$ cat config.mk
export PLATFORM = sky130hd
export DESIGN_NAME = apb_req_master
export DESIGN_NICKNAME = d
export VERILOG_FILES = /design/src/rtl/apb_req_master.sv
export SDC_FILE = /design/constraint.sdc
export NUM_CORES = 1
export LEC_CHECK = 0
export ABC_AREA = 1
export CORE_MARGIN = 4
export CORE_UTILIZATION = 36
export DETAILED_ROUTE_END_ITERATION = 12
export HOLD_SLACK_MARGIN = 0.15
export MAX_ROUTING_LAYER = met4
export PLACE_DENSITY = 0.83
export SYNTH_ARGS = -nofsm -noshare
export SYNTH_HDL_FRONTEND = slang
export SYNTH_SLANG_ARGS = --single-unit
$ cat constraint.sdc
create_clock -name b_pclk -period 1.41 [get_ports b_pclk]
set_clock_uncertainty 0.1 [all_clocks]
set_input_delay 0.423 -clock b_pclk [delete_from_list [all_inputs] [get_ports b_pclk]]
set_output_delay 0.423 -clock b_pclk [all_outputs]
set_load 0.01 [all_outputs]
$ cat src/rtl/apb_req_master.sv
// APB requester: accepts one command at a time, runs SETUP/ACCESS on APB and returns a response.
// Optional ACCESS watchdog enabled by defining APB_MASTER_TIMEOUT_EN.
module apb_req_master #(
   parameter int ADDR_WD     = 32,
   parameter int DATA_WD     = 32,
   parameter int STRB_WD     = 4,
   parameter int PROT_WD     = 3,
   parameter int TIMEOUT_CYC = 256
) (
   input  logic               b_pclk,
   input  logic               b_prst_n,
   input  logic               cmd_valid,
   output logic               cmd_ready,
   input  logic               cmd_write,
   input  logic [ADDR_WD-1:0] cmd_addr,
   input  logic [DATA_WD-1:0] cmd_wdata,
   input  logic [STRB_WD-1:0] cmd_strb,
   input  logic [PROT_WD-1:0] cmd_prot,
   output logic               rsp_valid,
   input  logic               rsp_ready,
   output logic [DATA_WD-1:0] rsp_rdata,
   output logic               rsp_slverr,
   output logic               rsp_timeout,
   output logic               b_psel,
   output logic               b_penable,
   output logic               b_pwrite,
   output logic [ADDR_WD-1:0] b_paddr,
   output logic [DATA_WD-1:0] b_pwdata,
   output logic [STRB_WD-1:0] b_pstrb,
   output logic [PROT_WD-1:0] b_pprot,
   input  logic [DATA_WD-1:0] b_prdata,
   input  logic               b_pready,
   input  logic               b_pslverr
);

   typedef enum logic [1:0] {IDLE, SETUP, ACCESS, RESP} state_t;

   state_t state, state_nxt;
   logic   cmd_take;
   logic   acc_done;
   logic   to_hit;

   assign cmd_take = (state == IDLE) && cmd_valid;
   assign acc_done = (state == ACCESS) && b_pready;

`ifdef APB_MASTER_TIMEOUT_EN
   localparam int unsigned CNT_WD = $clog2(TIMEOUT_CYC + 1);

   logic [CNT_WD-1:0] to_cnt;

   // Fires on the TIMEOUT_CYC-th ACCESS cycle still waiting; a ready on that cycle wins.
   assign to_hit = (state == ACCESS) && !b_pready && (to_cnt == CNT_WD'(TIMEOUT_CYC - 1));

   always_ff @(posedge b_pclk or negedge b_prst_n) begin
      if (!b_prst_n) begin
         to_cnt <= '0;
      end else if (cmd_take) begin
         to_cnt <= '0;
      end else if ((state == ACCESS) && !b_pready && !to_hit) begin
         to_cnt <= to_cnt + 1'b1;
      end
   end

   always_ff @(posedge b_pclk or negedge b_prst_n) begin
      if (!b_prst_n) begin
         rsp_timeout <= 1'b0;
      end else if (acc_done) begin
         rsp_timeout <= 1'b0;
      end else if (to_hit) begin
         rsp_timeout <= 1'b1;
      end
   end
`else
   // The watchdog is absent in this build, so TIMEOUT_CYC has no effect.
   logic unused_timeout_cfg;
   assign unused_timeout_cfg = ^TIMEOUT_CYC;
   assign to_hit             = 1'b0;
   assign rsp_timeout        = 1'b0;
`endif

   always_ff @(posedge b_pclk or negedge b_prst_n) begin
      if (!b_prst_n) begin
         state <= IDLE;
      end else begin
         state <= state_nxt;
      end
   end

   always_comb begin
      state_nxt = state;
      unique case (state)
         IDLE:   if (cmd_valid) state_nxt = SETUP;
         SETUP:  state_nxt = ACCESS;
         ACCESS: if (b_pready || to_hit) state_nxt = RESP;
         RESP:   if (rsp_ready) state_nxt = IDLE;
         default: state_nxt = IDLE;
      endcase
   end

   always_comb begin
      cmd_ready = (state == IDLE);
      b_psel    = (state == SETUP) || (state == ACCESS);
      b_penable = (state == ACCESS);
      rsp_valid = (state == RESP);
   end

   always_ff @(posedge b_pclk or negedge b_prst_n) begin
      if (!b_prst_n) begin
         b_pwrite <= 1'b0;
         b_paddr  <= '0;
         b_pwdata <= '0;
         b_pstrb  <= '0;
         b_pprot  <= '0;
      end else if (cmd_take) begin
         b_pwrite <= cmd_write;
         b_paddr  <= cmd_addr;
         b_pwdata <= cmd_wdata;
         b_pstrb  <= cmd_write ? cmd_strb : '0;
         b_pprot  <= cmd_prot;
      end
   end

   always_ff @(posedge b_pclk or negedge b_prst_n) begin
      if (!b_prst_n) begin
         rsp_rdata  <= '0;
         rsp_slverr <= 1'b0;
      end else if (acc_done) begin
         rsp_rdata  <= b_pwrite ? '0 : b_prdata;
         rsp_slverr <= b_pslverr;
      end else if (to_hit) begin
         rsp_rdata  <= '0;
         rsp_slverr <= 1'b1;
      end
   end

endmodule
==> results of run 1 <==
-- worst max-delay path by stage --
stage,to,slack (ps),depth (start not counted)
floorplan,rsp_rdata[22],8,7
global placement,b_psel,-340,3
detailed placement,b_psel,-360,3
CTS,b_psel,-270,3
global route,b_penable,-300,3
finish,b_psel,-280,3
-- state kept, by name (all words and copies together) (netlist names) --
register	flops
b_pwrite	1
b_pstrb	4
b_pwdata	32
b_paddr	32
b_pprot	3
state	2
rsp_rdata	32
rsp_slverr	1
-- per-layer routing --
metal / up-vias / wire length (um) / track usage
met1: 1990 / 5600 / 0.248
met5: - / 0 / -
met2: 197 / 7580 / 0.366
met3: 21 / 1130 / 0.0503
met4: 0 / 231 / 0.0541
li1: 2034 / - / -
-- through the flow --
stage	instance area [sq um]	cells	hold slack (ps)	power (mW)
after CTS	7100	874	381	15.0
after global placement	6630	826	340	11.9
after global routing	7610	910	393	17.2
after floorplan	4210	473	27.4	8.04
final	7610	910	366	16.1
after detailed placement	6630	826	347	12.2
-- area by class of cell --
cell class,count,area share
inverters,9,0.00542
well taps,143,0.0235
multi-input cells,331,0.202
flip-flops and latches,107,0.352
clock buffers,10,0.0314
repair buffers,304,0.377
clock inverters,6,0.00921
-- cell usage after synthesis --
master    number
buf_1          1
buf_4          3
nand4_1        2
nand2_1      285
o21ai_0       20
ha_1           3
nand3_1        2
inv_2          1
inv_1          8
o21ai_1       17
conb_1         1
buf_6          6
buf_2         14
dfrtp_1      107
nand2_2        1
clkbuf_1       2
-- placed cells by master (no fill, tap or decap), drive strengths merged --
cell | synthesis | final
nand2 | 286 | 286
buf | 24 | 194
clkdlybuf4s50 | 0 | 108
dfrtp | 107 | 107
o21ai | 37 | 37
inv | 9 | 12
clkbuf | 2 | 11
ha | 3 | 3
nand4 | 2 | 2
nand3 | 2 | 2
clkinv | 0 | 2
conb | 1 | 1
bufinv | 0 | 1
dlygate4sd3 | 0 | 1
-- cell families (layout without fill, tap and decap cells) --
group / count (synthesis) / count (layout) / synth area share
buf+inv: 35 / 329 / 0.0488
simple gates: 290 / 290 / 0.261
compound gates: 37 / 37 / 0.0440
flops: 107 / 107 / 0.636
other cells: 1 / 1 / 0.000891
fa+ha+maj: 3 / 3 / 0.00892
-- power by group through the flow --
stage | registers [mW] | clock network [mW] | logic (mW)
after floorplan | 5.80 | 0 | 2.24
after global placement | 5.17 | 0 | 6.73
after detailed placement | 5.22 | 0 | 6.94
after CTS | 5.17 | 2.65 | 7.18
after global routing | 5.39 | 2.81 | 8.99
final | 5.25 | 2.58 | 8.30
-- worst max-delay path, stage by stage, from the launching register on --
cell and delay [ps]:
dfrtp_1 400, inv_1 100, ha_4 210, buf_6 110
-- timing repair --
action | CTS | global route
setup buffers | 19 | 35
pin swaps | 4 | 5
cloned | 12 | 1
hold buffers | 1 | 0
gates resized for setup | 520 | 54
endpoints found under the hold margin | 107 | 0
endpoints found under the setup margin | 211 | 190
==> summary.md, run 1 <==
| Metric | Value |
|---|---|
| VDD IR max | `1.07 mV` |
| CP startpoint | `state[1]` |
| IO Port Bufs | `218` |
| Final Hold Fails | `0` |
| CP required | `890 ps` |
| Fmax | `592 MHz` |
| GRT overflow | `0` |
| Crit. End Element | `primary output` |
| Antenna Cells | `0` |
| Min-Delay Path Class | `flip-flop to flip-flop` |
| Fin util | `0.667` |
| Area growth from synthesis to layout | `80.9%` |
| Worst skew pair latency | `330 ps` |
| Maxcap violations | `0` |
| Leakage | `4.01 nW` |
| First-pass GRT wire length | `21,600 um` |
| R2r worst-path depth | `8` |
| Residual DRC | `0` |
| Mapped Cells | `473` |
| Setup CP Type | `flip-flop to primary output` |
| Share of cells above drive strength 1 | `0.349` |
| DR vias/cell | `4.66` |
| Setup TNS | `-9230 ps` |
| Worst Hold End | `rsp_slverr` |
| Die height | `116 um` |
| Die outline area | `0.0135 sq mm` |
| RSZ-0062 raised after global routing | `true` |
| IO Pins | `220` |
| Gp weighted congestion | `0.811` |
| Area taken by multi-input logic gates | `0.00154 sq mm` |
| Seq/Total Area, Yosys | `0.636` |
| Largest net degree at the start of global routing | `55` |
| DRT antenna net count | `0` |
| Fillers | `900` |
| Minimum clock period | `1690 ps` |
| # setup viols final | `104` |
| Average size of a mapped cell | `8.90 sq um` |
| Startpoint types | `flip-flop` |
| Core Region | `0.0114 sq mm` |
| WL/cell | `16.0 um` |
| P_int | `10.2 mW` |
| Clk sink count | `107` |
| DP Wirelength | `9250 um` |
| Fraction of power spent switching nets | `0.366` |
| Hold depth | `2` |
| Register area | `0.00268 sq mm` |
| Via count | `4,242` |
| Gate power share | `0.515` |
| CTS tree | `done` |
| R2R Setup Slk | `-170 ps` |
| Synth warn | `0` |
| Post-Place Setup Slack | `-364 ps` |
| Top post-synthesis cells by area | `dfrtp_1 64%, nand2_1 25%, o21ai_0 2.4%` |
| Post-Syn Area | `0.00421 sq mm` |
| RR Startpoint | `state[1]` |
| Fin. max-slew vios | `0` |
| Initial cell density of the core | `0.369` |
| Synth unique cells | `16` |
| Top cell type's share of synthesized area | `0.636` |
| Outcome | `complete, but fails checks` |
| GRT Overall Usage | `0.211` |
| 1st-iter DRT viols | `251` |
| First-pass iteration count of the detailed router | `5` |
| Net Count, Synth | `586` |
| PnR worst setup slack | `-279 ps` |
| H-tree Lvls | `3` |
| Critical Path AT | `1170 ps` |
| Clock root cell | `clkbuf_16` |
| Vias in the first global route | `4,333` |
| Clk slew on worst S/H paths | `70 ps` |
| Cts bufs inserted | `9` |
| Net Sw Power | `5.90 mW` |
| FP Rows | `39` |
| Chip width | `116 um` |
| Leading area contributor after synthesis | `dfrtp_1` |
| Hold path startpoint | `rsp_slverr` |
| Sequential power share | `0.326` |
| Period Utilization, post-route | `1.20` |
| Routed WL | `14,600 um` |
| Initial antenna violation count | `0` |
| PD cells | `2120 mW/mm^2` |
| Maximum buffer depth of the clock tree | `2` |
| R2r endpoint | `rsp_rdata[8]` |
| Yosys reg bits | `107` |
| Failing checks | `setup timing` |
| Maximum fanout along the worst path | `2` |
| Final nets | `875` |
| Clk pwr share | `0.160` |
(Power assumes the default switching activity.)
==> run 2: changes to the inputs <==
- CAP_MARGIN: default -> 10
- CORE_UTILIZATION: 36 -> 43
- MAX_ROUTING_LAYER: met4 -> default
- PLACE_DENSITY: 0.83 -> 0.92
- clock period: 1.41 -> 2 ns (I/O delays scaled with it)
==> run 2 against run 1 <==
  * The run now ends clean
  * Register-to-register slack gained 610 ps
  * First-iteration DRC count fell by 29%
  * Sequential share of layout area grew 3.8 points
  * Design area down 9.7%
  * Routed wire length down 13%
  * Final cell count fell by 9.7%
  * Highest routed layer unchanged
  * Via count shrank 7.8%
  * Global-route usage is 0.22 points higher
==> summary.md, run 2 (synthesized netlist as in run 1, its figures left out) <==
| Metric | Value |
|---|---|
| Slowest CP cell | `clkdlybuf4s50_1 (was dfrtp_1)` |
| Commonest non-fill, non-tap cell in the layout | `nand2_1 (unchanged)` |
| Crit. End Element | `primary output (unchanged)` |
| Worst skew pair latency | `340 ps (was 330 ps)` |
| First-pass GRT wire length | `19,300 um (was 21,600 um)` |
| IO Pins | `220 (unchanged)` |
| Die height | `107 um (was 116 um)` |
| Area growth from synthesis to layout | `63.3% (was 80.9%)` |
| Cell family with most CP delay | `buffers and inverters (was flip-flops)` |
| Maxcap violations | `0 (unchanged)` |
| Fin. max-slew vios | `0 (unchanged)` |
| GRT Overall Usage | `0.213 (was 0.211)` |
| Minimum clock period | `1960 ps` |
| CTS tree | `done (unchanged)` |
| Share of cells above drive strength 1 | `0.0519 (was 0.349)` |
| Fillers | `672 (was 900)` |
| Startpoint types | `flip-flop (unchanged)` |
| First-pass iteration count of the detailed router | `5 (unchanged)` |
| DRT antenna net count | `0 (unchanged)` |
| Antenna Cells | `0 (unchanged)` |
| Initial cell density of the core | `0.449 (was 0.369)` |
| Commonest cells after routing, fill and taps aside | `284 x nand2_1, 123 x clkdlybuf4s50_1, 107 x dfrtp_1 (was 240 x nand2_1, 108 x clkdlybuf4s50_1, 107 x dfrtp_1)` |
| Cts bufs inserted | `9 (unchanged)` |
| FP Rows | `35 (was 39)` |
| Post-route cell area | `0.00687 sq mm (was 0.00761 sq mm)` |
| PD cells | `1350 mW/mm^2 (was 2120 mW/mm^2)` |
| Worst path cell trace | `clkdlybuf4s50_1 (was inv_1, ha_4, buf_6)` |
| Regs by FF count | `b_paddr: 32 flops, b_pwdata: 32 flops, rsp_rdata: 32 flops (unchanged)` |
| WL/cell | `15.4 um (was 16.0 um)` |
| CP required | `1300 ps (was 890 ps)` |
| Fmax | `511 MHz` |
| Outcome | `completed (was complete, but fails checks)` |
| GRT overflow | `0 (unchanged)` |
| Gp weighted congestion | `0.784 (was 0.811)` |
| VDD IR max | `0.706 mV (was 1.07 mV)` |
| R2R Setup Slk | `440 ps (was -170 ps)` |
| Setup TNS | `0 ps (was -9230 ps)` |
| Maximum buffer depth of the clock tree | `2 (unchanged)` |
| Chip width | `107 um (was 116 um)` |
| Vias in the first global route | `3,920 (was 4,333)` |
| Die outline area | `0.0114 sq mm (was 0.0135 sq mm)` |
| Clock root cell | `clkbuf_8 (was clkbuf_16)` |
| Final Hold Fails | `0 (unchanged)` |
| Maximum fanout along the worst path | `2 (unchanged)` |
| Clk slew on worst S/H paths | `100 ps (was 70 ps)` |
| Fin util | `0.733 (was 0.667)` |
| Via count | `3,910 (was 4,242)` |
| Critical Path AT | `1260 ps (was 1170 ps)` |
| Routed WL | `12,700 um (was 14,600 um)` |
| Residual DRC | `0 (unchanged)` |
| Hold_ws | `379 ps (was 366 ps)` |
| Leakage | `4.24 nW (was 4.01 nW)` |
| Min-Delay Path Class | `flip-flop to flip-flop (unchanged)` |
| IO Port Bufs | `218 (unchanged)` |
| DR vias/cell | `4.76 (was 4.66)` |
| DP Wirelength | `9260 um (was 9250 um)` |
| Total Power | `9.29 mW (was 16.1 mW)` |
| # setup viols final | `0 (was 104)` |
| Largest net degree at the start of global routing | `76 (was 55)` |
| H-tree Lvls | `3 (unchanged)` |
| DP Area | `0.00652 sq mm (was 0.00663 sq mm)` |
| Final nets | `802 (was 875)` |
| Core Region | `0.00937 sq mm (was 0.0114 sq mm)` |
| Period Utilization, post-route | `0.978` |
| Buf/Inv on CP | `1 (was 2)` |
| Worst path max stage delay | `540 ps (was 400 ps)` |
| 1st-iter DRT viols | `179 (was 251)` |
| Clk sink count | `107 (unchanged)` |
| Initial antenna violation count | `0 (unchanged)` |
| Setup CP Type | `flip-flop to primary output (unchanged)` |
==> run 2: per-stage QoR <==
| step | worst slack (ps) | cells |
|---|---|---|
| floorplan | 558 | 473 |
| global placement | 52.2 | 804 |
| detailed placement | 22.1 | 804 |
| CTS | 1.06 | 822 |
| global route | -6.12 | 822 |
| finish | 44.0 | 822 |
==> run 2: where the power goes <==
group,switching [mW],internal (mW),total (mW)
sequential,0.516,3.12,3.64
combinational,2.24,2.20,4.44
clock,0.721,0.485,1.21
==> run 2: area by class of cell <==
type | instances | area, sq um | share of cell area
well taps | 129 | 161 | 0.0235
multi-input cells | 331 | 1330 | 0.194
flip-flops and latches | 107 | 2680 | 0.390
inverters | 9 | 33.8 | 0.00492
repair buffers | 231 | 2490 | 0.363
clock inverters | 5 | 40.0 | 0.00583
clock buffers | 10 | 138 | 0.0200
==> run 2: timing repair <==
item / CTS / global route
hold buffers: 1 / 0
pin swaps: 0 / 0
endpoints found under the hold margin: 24 / 0
gates cloned: 0 / 0
resized for setup: 28 / 78
setup endpoints to repair: 19 / 77
buffers inserted: 2 / 0
==> run 2: path summary, 6_finish.rpt <==
path,startpoint,end,depth (start not counted)
hold / removal,b_paddr[18],b_paddr[18],2
max in group asynchronous,b_prst_n,b_pprot[0],3
setup / recovery,b_paddr[11],b_paddr[11],1
setup reg to reg,state[0],b_pstrb[3],6
min in group asynchronous,b_prst_n,b_paddr[8],2
hold reg to reg,b_paddr[18],b_paddr[18],2
==> run 2: layer usage <==
layer  wire length (um)  global-route usage
met4                379              0.0721
met1               4730               0.248
met2               6710               0.384
met3                873              0.0518
met5                  0                   0
